**src/rtl/fdt16_pkg.sv**
```systemverilog
// Shared types and widths for the 16-bit fetch datapath.
package fdt16_pkg;

    localparam int PC_W    = 9;
    localparam int INSTR_W = 16;

    localparam logic [INSTR_W-1:0] INSTR_NOP = 16'h0000;

    // IDLE: nothing in flight, skid empty
    // RUN : a read issued last cycle is returning this cycle
    // HELD: returned data parked in the skid while the pipe is stalled
    typedef enum logic [1:0] {
        FS_IDLE = 2'd0,
        FS_RUN  = 2'd1,
        FS_HELD = 2'd2
    } fetch_state_e;

    typedef struct packed {
        logic [INSTR_W-1:0] instr;
        logic [PC_W-1:0]    pc;
    } fetch_entry_t;

endpackage

```
**src/rtl/instr_fetch_if.sv**
```systemverilog
// Fetch-stage bus: PC/control inputs, instruction-memory port and IF/ID outputs.
interface instr_fetch_if;
    import fdt16_pkg::*;

    logic [PC_W-1:0]    pc_in;
    logic               stall;
    logic               branch;
    logic               imem_en;
    logic [PC_W-1:0]    imem_addr;
    logic [INSTR_W-1:0] imem_rdata;
    logic [INSTR_W-1:0] if_instr;
    logic [PC_W-1:0]    if_pc;
    logic               if_valid;

    // Fetch unit side.
    modport master (
        input  pc_in, stall, branch, imem_rdata,
        output imem_en, imem_addr, if_instr, if_pc, if_valid
    );

    // Environment side: PC, pipeline control, memory and decode.
    modport slave (
        output pc_in, stall, branch, imem_rdata,
        input  imem_en, imem_addr, if_instr, if_pc, if_valid
    );

endinterface

```
**src/rtl/fetch_skid.sv**
```systemverilog
// One-entry holding register for a read that returns while the pipe is stalled.
module fetch_skid
    import fdt16_pkg::*;
(
    input  logic         clk,
    input  logic         reset,
    input  logic         load_i,
    input  logic         clear_i,
    input  fetch_entry_t entry_i,
    output fetch_entry_t entry_o,
    output logic         full_o
);

    fetch_entry_t entry_q;
    logic         full_q;

    // Clear wins over load so a flush never leaves stale data parked.
    always_ff @(posedge clk) begin
        if (reset) begin
            entry_q <= '{instr: INSTR_NOP, pc: '0};
            full_q  <= 1'b0;
        end else if (clear_i) begin
            entry_q <= '{instr: INSTR_NOP, pc: '0};
            full_q  <= 1'b0;
        end else if (load_i) begin
            entry_q <= entry_i;
            full_q  <= 1'b1;
        end
    end

    assign entry_o = entry_q;
    assign full_o  = full_q;

endmodule

```
**src/rtl/instr_fetch.sv**
```systemverilog
// Instruction fetch stage: issues synchronous IMEM reads straight from the PC,
// pairs returning data with its address and presents it on the IF/ID register.
//
// state | meaning
// IDLE  | nothing in flight, skid empty
// RUN   | read issued last cycle, data on imem_rdata now
// HELD  | stalled with the returned read parked in the skid
module instr_fetch
    import fdt16_pkg::*;
(
    input  logic          clk,
    input  logic          reset,
    instr_fetch_if.master bus
);

    fetch_state_e       state_q, state_d;
    logic               rd_en;
    logic [PC_W-1:0]    req_pc_q;
    logic [INSTR_W-1:0] if_instr_q;
    logic [PC_W-1:0]    if_pc_q;
    logic               if_valid_q;

    logic               skid_load, skid_clear, skid_full;
    logic               out_from_mem, out_from_skid, out_bubble;
    fetch_entry_t       skid_in, skid_out;

    // Address goes straight from the PC; no read while stalled, flushing or in reset.
    assign rd_en         = !bus.stall && !bus.branch && !reset;
    assign bus.imem_en   = rd_en;
    assign bus.imem_addr = bus.pc_in;

    // State register.
    always_ff @(posedge clk) begin
        if (reset) begin
            state_q <= FS_IDLE;
        end else begin
            state_q <= state_d;
        end
    end

    // Next-state logic; a branch always flushes back to IDLE.
    always_comb begin
        state_d = state_q;
        if (bus.branch) begin
            state_d = FS_IDLE;
        end else begin
            unique case (state_q)
                FS_IDLE: if (rd_en) state_d = FS_RUN;
                FS_RUN: begin
                    if (bus.stall)  state_d = FS_HELD;
                    else if (rd_en) state_d = FS_RUN;
                    else            state_d = FS_IDLE;
                end
                FS_HELD: begin
                    if (!bus.stall) state_d = rd_en ? FS_RUN : FS_IDLE;
                end
                default: state_d = FS_IDLE;
            endcase
        end
    end

    // Output decode: where the IF/ID register loads from and what the skid does.
    always_comb begin
        skid_load     = 1'b0;
        skid_clear    = 1'b0;
        out_from_mem  = 1'b0;
        out_from_skid = 1'b0;
        out_bubble    = 1'b0;
        if (bus.branch) begin
            skid_clear = 1'b1;
            out_bubble = 1'b1;
        end else begin
            unique case (state_q)
                FS_IDLE: out_bubble = !bus.stall;
                FS_RUN: begin
                    if (bus.stall) skid_load    = 1'b1;
                    else           out_from_mem = 1'b1;
                end
                FS_HELD: begin
                    if (!bus.stall && skid_full) begin
                        out_from_skid = 1'b1;
                        skid_clear    = 1'b1;
                    end
                end
                default: out_bubble = 1'b1;
            endcase
        end
    end

    // Remember the address of the read in flight so the data can be tagged.
    always_ff @(posedge clk) begin
        if (reset) begin
            req_pc_q <= '0;
        end else if (rd_en) begin
            req_pc_q <= bus.pc_in;
        end
    end

    assign skid_in = '{instr: bus.imem_rdata, pc: req_pc_q};

    fetch_skid u_skid (
        .clk     (clk),
        .reset   (reset),
        .load_i  (skid_load),
        .clear_i (skid_clear),
        .entry_i (skid_in),
        .entry_o (skid_out),
        .full_o  (skid_full)
    );

    // IF/ID register: holds under stall, bubbles to NOP/0 when nothing arrives.
    always_ff @(posedge clk) begin
        if (reset || out_bubble) begin
            if_instr_q <= INSTR_NOP;
            if_pc_q    <= '0;
            if_valid_q <= 1'b0;
        end else if (out_from_mem) begin
            if_instr_q <= bus.imem_rdata;
            if_pc_q    <= req_pc_q;
            if_valid_q <= 1'b1;
        end else if (out_from_skid) begin
            if_instr_q <= skid_out.instr;
            if_pc_q    <= skid_out.pc;
            if_valid_q <= 1'b1;
        end
    end

    assign bus.if_instr = if_instr_q;
    assign bus.if_pc    = if_pc_q;
    assign bus.if_valid = if_valid_q;

endmodule

```
**src/flat_wrapper.sv**
```systemverilog
// flat-port wrapper written by rule: the top's interface ports become plain ports
module instr_fetch_flat import fdt16_pkg::*;
  (clk, reset, bus_pc_in, bus_stall, bus_branch, bus_imem_rdata, bus_imem_en, bus_imem_addr, bus_if_instr, bus_if_pc, bus_if_valid);
  instr_fetch_if bus_i ();
  input  logic clk;
  input  logic reset;
  input wire logic [$bits(bus_i.pc_in)-1:0] bus_pc_in;
  input wire logic [$bits(bus_i.stall)-1:0] bus_stall;
  input wire logic [$bits(bus_i.branch)-1:0] bus_branch;
  input wire logic [$bits(bus_i.imem_rdata)-1:0] bus_imem_rdata;
  output wire logic [$bits(bus_i.imem_en)-1:0] bus_imem_en;
  output wire logic [$bits(bus_i.imem_addr)-1:0] bus_imem_addr;
  output wire logic [$bits(bus_i.if_instr)-1:0] bus_if_instr;
  output wire logic [$bits(bus_i.if_pc)-1:0] bus_if_pc;
  output wire logic [$bits(bus_i.if_valid)-1:0] bus_if_valid;
  assign bus_i.pc_in = bus_pc_in;
  assign bus_i.stall = bus_stall;
  assign bus_i.branch = bus_branch;
  assign bus_i.imem_rdata = bus_imem_rdata;
  assign bus_imem_en = bus_i.imem_en;
  assign bus_imem_addr = bus_i.imem_addr;
  assign bus_if_instr = bus_i.if_instr;
  assign bus_if_pc = bus_i.if_pc;
  assign bus_if_valid = bus_i.if_valid;
  instr_fetch u_core (.clk(clk), .reset(reset), .bus(bus_i));
endmodule
```
**config.mk**
```make
export PLATFORM = sky130hd
export DESIGN_NAME = instr_fetch_flat
export DESIGN_NICKNAME = d
export VERILOG_FILES = /design/src/rtl/fdt16_pkg.sv /design/src/rtl/instr_fetch_if.sv /design/src/rtl/fetch_skid.sv /design/src/rtl/instr_fetch.sv /design/src/flat_wrapper.sv
export SDC_FILE = /design/constraint.sdc
export NUM_CORES = 1
export LEC_CHECK = 0
export ABC_AREA = 0
export ABC_CLOCK_PERIOD_IN_PS = 1350
export BUFFER_PORTS_ARGS = -buffer_cell sky130_fd_sc_hd__buf_4
export CAP_MARGIN = 30
export CORE_MARGIN = 5
export CORE_UTILIZATION = 48
export DETAILED_ROUTE_END_ITERATION = 16
export PLACE_DENSITY = 0.86
export SYNTH_ARGS = -nofsm -noshare
export SYNTH_HDL_FRONTEND = slang
export SYNTH_SLANG_ARGS = --single-unit
```
**constraint.sdc**
```tcl
create_clock -name clk -period 1.35 [get_ports clk]
set_input_delay 0.3375 -clock clk [delete_from_list [all_inputs] [get_ports clk]]
set_output_delay 0.3375 -clock clk [all_outputs]
set_load 0.05 [all_outputs]
```
* Yosys cells after proc, flatten, opt, wreduce, memory -nomap -nowiden
Cells that the tools add are included.
** Word-level totals
- Bits in registers :: 63
- Word-level logic and storage cells :: 48
- Bits of input ports :: 29
- Output and inout bits :: 36
** Cells by class
- Reductions and logical operators :: 13
- Equality and inequality tests :: 4
- Mux-type cells :: 23
** Operators by type and width (number)
- 2-to-1 mux 16 bit :: 2
- 2-to-1 mux 9 bit :: 2
- 2-to-1 mux 1 bit :: 14
- 2-to-1 mux 2 bit :: 3
- one-hot mux 2 bit (3 select lines) :: 1
- OR reduction 2 bit :: 3
- logical AND 1 bit :: 3
- zero test 1 bit :: 3
- equality test 2 x 1 -> 1 bit, second input constant :: 1
- equality test 2 bit, second input constant :: 1
- zero test 2 bit :: 1
- != test 2 x 1 -> 1 bit, second input constant :: 1
- != test 2 bit, second input constant :: 1
- one-hot mux 1 bit (2 select lines) :: 1
- AND reduction 2 bit :: 1
- nonzero test 2 bit :: 1
- logical OR 1 bit :: 1

* Longest topological paths before layout
Gate-level depths: netlist (run 1).
- Word-level depth :: 7
- Gate-level depth with buffers :: 6
- Depth with buffers taken out :: 3

* Cells and area by module
Synthesis (run 1) repeated with hierarchy kept, for this count alone.
** Second synthesis, totals
- Cell total of the unflattened synthesis :: 260
- Area total of the unflattened synthesis :: 2710.1 µm²
** By module, submodules not included
- instr_fetch :: instances 1, cells an instance 175, area an instance 1754.2 µm²
- fetch_skid :: instances 1, cells an instance 85, area an instance 955.9 µm²

* Worst setup path before layout (run 1)
No wires, ideal clock.
- Path kind :: input -> output
- From :: input port bus_branch
- To :: output port bus_imem_en
- Data arrival time :: 1506 ps
- Stages :: 4
- Setup slack :: -494 ps
- Cells stage by stage :: or2_1 > buf_6 > buf_2 > nor2_1
** On the way
- Word-level cells in the longest chain between the ends :: 3
** RTL lines
- start: declaration :: line flat_wrapper.sv:9 : input wire logic [$bits(bus_i.branch)-1:0] bus_branch;
- zero test 1 bit :: line instr_fetch.sv:28 : assign rd_en = !bus.stall && !bus.branch && !reset;
- logical AND 1 bit (2 in a row) :: line instr_fetch.sv:28
- end: declaration :: line flat_wrapper.sv:11 : output wire logic [$bits(bus_i.imem_en)-1:0] bus_imem_en;
Every way passes these cells.

* Worst setup path in the final report (run 1)
- From :: register u_core.state_q[1]
- To :: register u_core.if_pc_q[1], in the netlist u_core.bus.if_pc[1]
** On the way
- Word-level cells in the longest chain between the ends :: 5
- Elaborated cells between the ends (all ways) :: 13
- Those cells by class :: eq/ne: 2; mux: 7; reduce/logical: 4
** RTL lines
- start: declaration :: line instr_fetch.sv:16 : fetch_state_e state_q, state_d;
- start signal: assignment :: line instr_fetch.sv:37 : state_q <= state_d;
- equality test 2 x 1 -> 1 bit / equality test 2 bit (equally long branches) :: line instr_fetch.sv:73 : unique case (state_q)
- OR reduction 2 bit (no source line)
- one-hot mux 1 bit (2 select lines) :: line instr_fetch.sv:73
- 2-to-1 mux 1 bit :: line instr_fetch.sv:69 : if (bus.branch) begin
- logical OR 1 bit :: line instr_fetch.sv:113 : if (reset || out_bubble) begin
- end signal: assignment :: line instr_fetch.sv:119 : if_pc_q <= req_pc_q;
- end signal: assignment :: line instr_fetch.sv:123 : if_pc_q <= skid_out.pc;
- end: declaration :: line instr_fetch.sv:20 : logic [PC_W-1:0] if_pc_q;
Parallel ways exist; a longest one is shown, timed or not.
A chain may end at the register's enable or synchronous reset.

==> results of run 1 <==
-- placed cells by master, fill, tap and decap left out, drive strengths merged, types with 3 or more instances in the layout --
cell,count
nand2b,3
or3,6
o32a,11
nand2,68
nor2,13
o221a,19
inv,10
a32oi,8
dfxtp,63
a21oi,41
o21ai,7
clkbuf,15
o2111a,6
buf,98
-- power groups by stage --
stage | combinational, mW | clock (mW) | sequential (mW)
final | 0.429 | 1.50 | 1.89
after global routing | 0.456 | 1.62 | 1.89
after CTS | 0.395 | 1.51 | 1.89
after detailed placement | 0.385 | 0 | 1.94
after global placement | 0.377 | 0 | 1.93
after floorplan | 0.224 | 0 | 1.94
-- worst max-delay path, stage by stage, from the launching register on --
cell and delay, ps:
dfxtp_4 370, buf_6 120, a2111oi_4 340, buf_6 180, buf_4 140, o221a_1 160
-- routing by layer --
layer | vias to the layer above | track usage (%)
met4 | 0 | 8.20
met3 | 17 | 5.83
met1 | 1193 | 25.1
met5 | - | 0
li1 | 1227 | -
met2 | 129 | 31.0
-- cell type report --
| type | instances | area (sq um) |
|---|---|---|
| Fill cell | 418 | 1830 |
| Tap cell | 72 | 90.1 |
| Timing Repair Buffer | 100 | 852 |
| Clock inverter | 3 | 17.5 |
| Clock buffer | 13 | 159 |
| Inverter | 10 | 37.5 |
| Multi-Input combinational cell | 192 | 1250 |
| Sequential cell | 63 | 1270 |
-- how the worst max path moves through the flow --
stage                 startpoint                endpoint  slack, ps  depth (start not counted)
5_1_grt        u_core.state_q[1]     u_core.bus.if_pc[7]        -50                          5
3_5_place_dp          bus_branch             bus_imem_en       -180                          4
6_report       u_core.state_q[1]     u_core.bus.if_pc[1]        -10                          5
4_1_cts        u_core.state_q[0]  u_core.bus.if_instr[5]         -9                          4
2_1_floorplan         bus_branch             bus_imem_en        -90                          4
3_3_place_gp          bus_branch             bus_imem_en       -170                          4
-- through the flow --
| step | setup TNS [ps] | setup slack [ps] | cells |
|---|---|---|---|
| finish | -74.3 | -13.5 | 453 |
| global route | -789 | -51.1 | 453 |
| CTS | -16.4 | -9.44 | 446 |
| detailed placement | -4130 | -184 | 429 |
| global placement | -3550 | -175 | 429 |
| floorplan | -91.3 | -91.3 | 301 |
-- sequential cells by signal, summed over array words and instances, names as in the netlist --
register,count
u_core.bus.if_instr,16
u_core.bus.if_valid,1
u_core.state_q,2
u_core.bus.if_pc,9
u_core.u_skid.entry_o,25
u_core.u_skid.full_o,1
u_core.req_pc_q,9
-- what timing repair did --
action                     in CTS  in global routing
setup endpoints to repair      37                 53
hold endpoints to repair        0                  0
buffers inserted                1                  4
gates cloned                    0                  3
pin swaps                       1                  2
resized for setup               8                 17
-- Yosys cell counts (3+ instances only) --
cell,number
o2111a_1,6
o32a_1,11
nor2_1,13
nand2b_1,3
dfxtp_1,63
a21oi_1,40
buf_6,3
nand2_1,68
or3_1,6
buf_4,14
a32oi_1,8
o21ai_0,6
inv_1,9
buf_2,12
o221a_2,16
clkbuf_1,6
o221a_1,3
-- cell families after synthesis --
family / share of synthesized area, %
and+or+nand+nor: 15.3
AOI/OAI and AO/OA: 28.4
buffers and inverters: 9.71
DFF: 46.6
==> impl_metrics.json, run 1 <==
{
  "cp.required_ps": 1640,
  "antenna_found_initial": 0,
  "ys_warn_count": 0,
  "cts-hold-fix-buffers": 0,
  "leakage_nw": 1.45,
  "initial_core_util_pct": 49.1,
  "whs_ps": 244,
  "track_usage_pct": 19.7,
  "worstSkewPairLatency_ps": 340,
  "maxCapViolations": 0,
  "reg2reg_to": "u_core.bus.if_pc[1]",
  "path_max_fanout": 6,
  "netlist_instances": 301,
  "min_to": "u_core.state_q[0]",
  "syn_to_final_growth_pct": 35.8,
  "netlist_top_cells_area": "dfxtp_1 47%, nand2_1 9.4%, a21oi_1 7.4%",
  "hp-class": "in -> reg",
  "root_buffer": "clkbuf_8",
  "rows": 27,
  "status": "finished with violations",
  "htreeDepth": 3,
  "gp_congestion": 0.816,
  "async_reset_ff_share_pct": 0,
  "wl_met3_um": 629,
  "antenna_cells": 0,
  "stdcell_area_sq_um": 3670,
  "overflow": 0,
  "hpwl_um": 4770,
  "synth-main-ff-cell": "dfxtp_1",
  "switching_power_mw": 1.00,
  "die_h_um": 85.1,
  "cp.arrival_ps": 1650,
  "whs_path_depth": 2,
  "hold_path_startpoint": "reset",
  "wirelength_met1_um": 3140,
  "max_slew_margin_pct": 72.3,
  "rsz0062_at_grt": "true",
  "top_layer_used": "met4",
  "slew_viol_final": 0,
  "synth-edff-count": 0,
  "timing_worst_setup_path_type": "reg -> reg",
  "power_frac_comb_pct": 11.2,
  "period_minus_slack_ps": 1360,
  "p_clk_share_pct": 39.3,
  "setup_viol": 12,
  "antenna_left": 0,
  "cp-end-kind": "flop",
  "grt_pass1_wl_um": 11500,
  "port_buffers": 64,
  "regToRegStartpoint": "u_core.state_q[1]",
  "dieArea_sq_um": 7240,
  "reg2regPathDepth": 5,
  "fp.dieW_um": 85.1,
  "fin_total_pwr_mw": 3.82,
  "cts_buffer_depth": 2,
  "seq_power_share_pct": 49.5,
  "grt_max_degree": 27,
  "syn_avg_cell_area_sq_um": 8.99,
  "met2_length_um": 3560,
  "dr.first_iter.drc_count": 200,
  "vias": 2566,
  "ir_worst_vdd_v": 0.000590,
  "synth_area_sq_um": 2710,
  "p_sw_share_pct": 26.2,
  "path_clk_slew_ps": 70,
  "fin_nets": 405,
  "drc_errors": 0,
  "place_area_sq_um": 3290,
  "fmax_mhz": 733,
  "finalHoldViolCount": 0,
  "final.setup.worst_slack_ps": -13.5,
  "fin_util_pct": 66.7,
  "viasPerCell": 5.66,
  "drive_gt1_share_pct": 37.8,
  "first_pass_iters": 4,
  "yosysSeqAreaShare_pct": 46.6,
  "numClockSinks": 63,
  "synth_top_area_cell": "dfxtp_1",
  "startpoint_type": "flop",
  "finalCritPeriodShare_pct": 101,
  "ys_seq_elements": 63,
  "cts_buffers": 9,
  "intPower_mw": 2.82,
  "synth_top_area_share_pct": 46.6,
  "fin_worst_skew_ps": 6.17,
  "core_sq_um": 5510,
  "p_per_area_nw_per_um2": 1040,
  "violations": "negative setup slack",
  "grt_pass1_vias": 2416,
  "syn_nets": 330,
  "io_pins": 65,
  "wl_per_cell_um": 16.6,
  "cts_tree": "built",
  "drt_wl_total_um": 7510,
  "worstMarginPinSlew_ps": 406,
  "synth_cell_type_count": 31,
  "r2r_slack_ps": -10
}
Power figures use the tool's default switching activity.
==> run 2, diff against run 1 <==
--- a/config.mk
+++ b/config.mk
@@ -6,13 +6,13 @@
 export NUM_CORES = 1
 export LEC_CHECK = 0
 export ABC_AREA = 0
-export ABC_CLOCK_PERIOD_IN_PS = 1350
+export ABC_CLOCK_PERIOD_IN_PS = 1300
 export BUFFER_PORTS_ARGS = -buffer_cell sky130_fd_sc_hd__buf_4
 export CAP_MARGIN = 30
 export CORE_MARGIN = 5
-export CORE_UTILIZATION = 48
+export CORE_UTILIZATION = 53
 export DETAILED_ROUTE_END_ITERATION = 16
-export PLACE_DENSITY = 0.86
+export PLACE_DENSITY = 0.89
 export SYNTH_ARGS = -nofsm -noshare
 export SYNTH_HDL_FRONTEND = slang
 export SYNTH_SLANG_ARGS = --single-unit
==> constraint.sdc (replaced) <==
create_clock -name clk -period 1.3 [get_ports clk]
set_input_delay 0.325 -clock clk [delete_from_list [all_inputs] [get_ports clk]]
set_output_delay 0.325 -clock clk [all_outputs]
set_load 0.05 [all_outputs]
==> run 2 against run 1 <==
Compared with the run above:
- register-to-register slack got worse by 130 ps
- non-clock buffer count rose by 8
- cell count rose by 1.3%
- die area fell by 8.4%
- the run still ends with negative setup slack left
- hold slack got worse by 18 ps
- critical endpoint is now u_core.bus.if_pc[7]
- global-route usage rose by 4.7 points
- final area rose by 7.7%
==> impl_metrics.json, run 2 (synthesis results as in run 1) <==
{
  "wl_met3_um": 714,
  "timing_worst_setup_path_type": "reg -> reg",
  "mostFrequentLayoutCells": "90 x buf_4, 65 x nand2_1, 61 x dfxtp_1",
  "power_frac_comb_pct": 11.1,
  "cp.required_ps": 1590,
  "met2_length_um": 4300,
  "tns_ps": -3560,
  "wirelength_met1_um": 3280,
  "startpoint_type": "flop",
  "seq_power_share_pct": 44.5,
  "cts_tree": "built",
  "core_sq_um": 5040,
  "slowest_stage": "dfxtp_4",
  "worstMarginPinSlew_ps": 335,
  "hp-class": "in -> reg",
  "track_usage_pct": 24.4,
  "drive_gt1_share_pct": 43.2,
  "drt_wl_total_um": 8610,
  "switching_power_mw": 1.07,
  "htreeDepth": 3,
  "fin_nets": 413,
  "violations": "negative setup slack",
  "wl_per_cell_um": 18.8,
  "grt_pass1_wl_um": 12300,
  "vias": 2723,
  "n_fill_cell": 293,
  "p_sw_share_pct": 24.3,
  "drc_errors": 0,
  "grt_max_degree": 27,
  "r2r_slack_ps": -150,
  "multi_input_area_sq_um": 1400,
  "crit_family": "compound AO/OA/AOI/OAI gates",
  "final.setup.worst_slack_ps": -148,
  "critPathBufInv": 3,
  "antenna_found_initial": 0,
  "fp.dieW_um": 81.4,
  "fin_total_pwr_mw": 4.42,
  "die_h_um": 81.4,
  "overflow": 0,
  "rows": 26,
  "finalHoldViolCount": 0,
  "antenna_left": 0,
  "antenna_cells": 0,
  "path_clk_slew_ps": 70,
  "io_pins": 65,
  "finalCritPeriodShare_pct": 111,
  "p_clk_share_pct": 44.4,
  "slew_viol_final": 0,
  "area.sequential_sq_um": 1270,
  "cp-end-kind": "flop",
  "cp.arrival_ps": 1740,
  "gp_congestion": 0.810,
  "dieArea_sq_um": 6630,
  "fin_worst_skew_ps": 15.5,
  "p_per_area_nw_per_um2": 1120,
  "ir_worst_vdd_v": 0.00111,
  "syn_to_final_growth_pct": 46.3,
  "whs_ps": 226,
  "largest_reg_flops": 25,
  "leakage_nw": 1.69,
  "cts_buffer_depth": 2,
  "setup_viol": 50,
  "intPower_mw": 3.34,
  "critPathMaxStageDelay_ps": 380,
  "grt_pass1_vias": 2563,
  "path_cells": "buf_6, a2111oi_4, buf_4, buf_6, o221a_1",
  "viasPerCell": 5.93,
  "worstSkewPairLatency_ps": 350,
  "max_slew_margin_pct": 77.6,
  "dr.first_iter.drc_count": 225,
  "hpwl_um": 4790,
  "cts_buffers": 9,
  "cts-hold-fix-buffers": 0,
  "top_layer_used": "met4",
  "root_buffer": "clkbuf_8",
  "maxCapViolations": 0,
  "cp_common_cell": "buf_6",
  "first_pass_iters": 7,
  "initial_core_util_pct": 53.6,
  "rsz0062_at_grt": "true",
  "fmax_mhz": 690,
  "path_max_fanout": 7,
  "port_buffers": 64,
  "status": "finished with violations",
  "numClockSinks": 63,
  "period_minus_slack_ps": 1450,
  "final_common_cell": "buf_4"
}
## run 2: changes by cell type in the layout (fill, tap and decap cells not counted), sizes merged
cell and change:
clkinvlp -1, bufinv +2, clkinv -1, buf +8
## run 2: what timing repair did
action | in CTS | in global routing
endpoints found under the hold margin | 0 | 0
pin swaps | 2 | 3
buffers inserted | 3 | 5
endpoints found under the setup margin | 54 | 56
gates cloned | 2 | 3
gates resized for setup | 21 | 33
## run 2: path summary, 6_finish.rpt
path,startpoint,to,cells past startpoint
setup / recovery,u_core.state_q[1],u_core.bus.if_pc[7],5
hold / removal,bus_pc_in[8],u_core.req_pc_q[8],3
setup reg to reg,u_core.state_q[1],u_core.bus.if_pc[7],5
hold reg to reg,u_core.u_skid.entry_o[7],u_core.u_skid.entry_o[7],2
## run 2: tightest hold or removal path: stages
cell and delay (ps):
buf_4 110, nand2_1 50, a21oi_1 50
## run 2: per-layer routing
layer / vias up / global-route usage (%)
li1: 1237 / -
met1: 1298 / 27.8
met2: 155 / 42.8
met3: 33 / 6.80
met4: 0 / 9.63
met5: - / 0
## run 2: metrics by stage
stage               cell area, sq um  utilization [%]  instances  setup slack (ps)
floorplan                       2730                -        301              -116
global placement                3340             66.2        430              -190
detailed placement              3340             66.2        430              -191
CTS                             3690             73.2        451             -59.7
global route                    3960             78.5        459              -190
finish                          3960             78.5        459              -148
## run 2: layout make-up
cell class              instances  share of cell area [%]
multi-input cells             192                    35.3
flip-flops and latches         63                    32.0
repair buffers                108                    23.9
clock buffers                  13                    4.02
well taps                      70                    2.21
clock inverters                 3                    1.64
inverters                      10                   0.948
## run 2: power by group through the flow
stage	Combinational (mW)	Clock, mW	Sequential, mW
3_3_place_gp	0.403	0	2.01
3_5_place_dp	0.411	0	2.01
2_1_floorplan	0.233	0	2.02
5_1_grt	0.518	2.06	1.97
4_1_cts	0.439	1.95	1.97
6_report	0.491	1.96	1.97
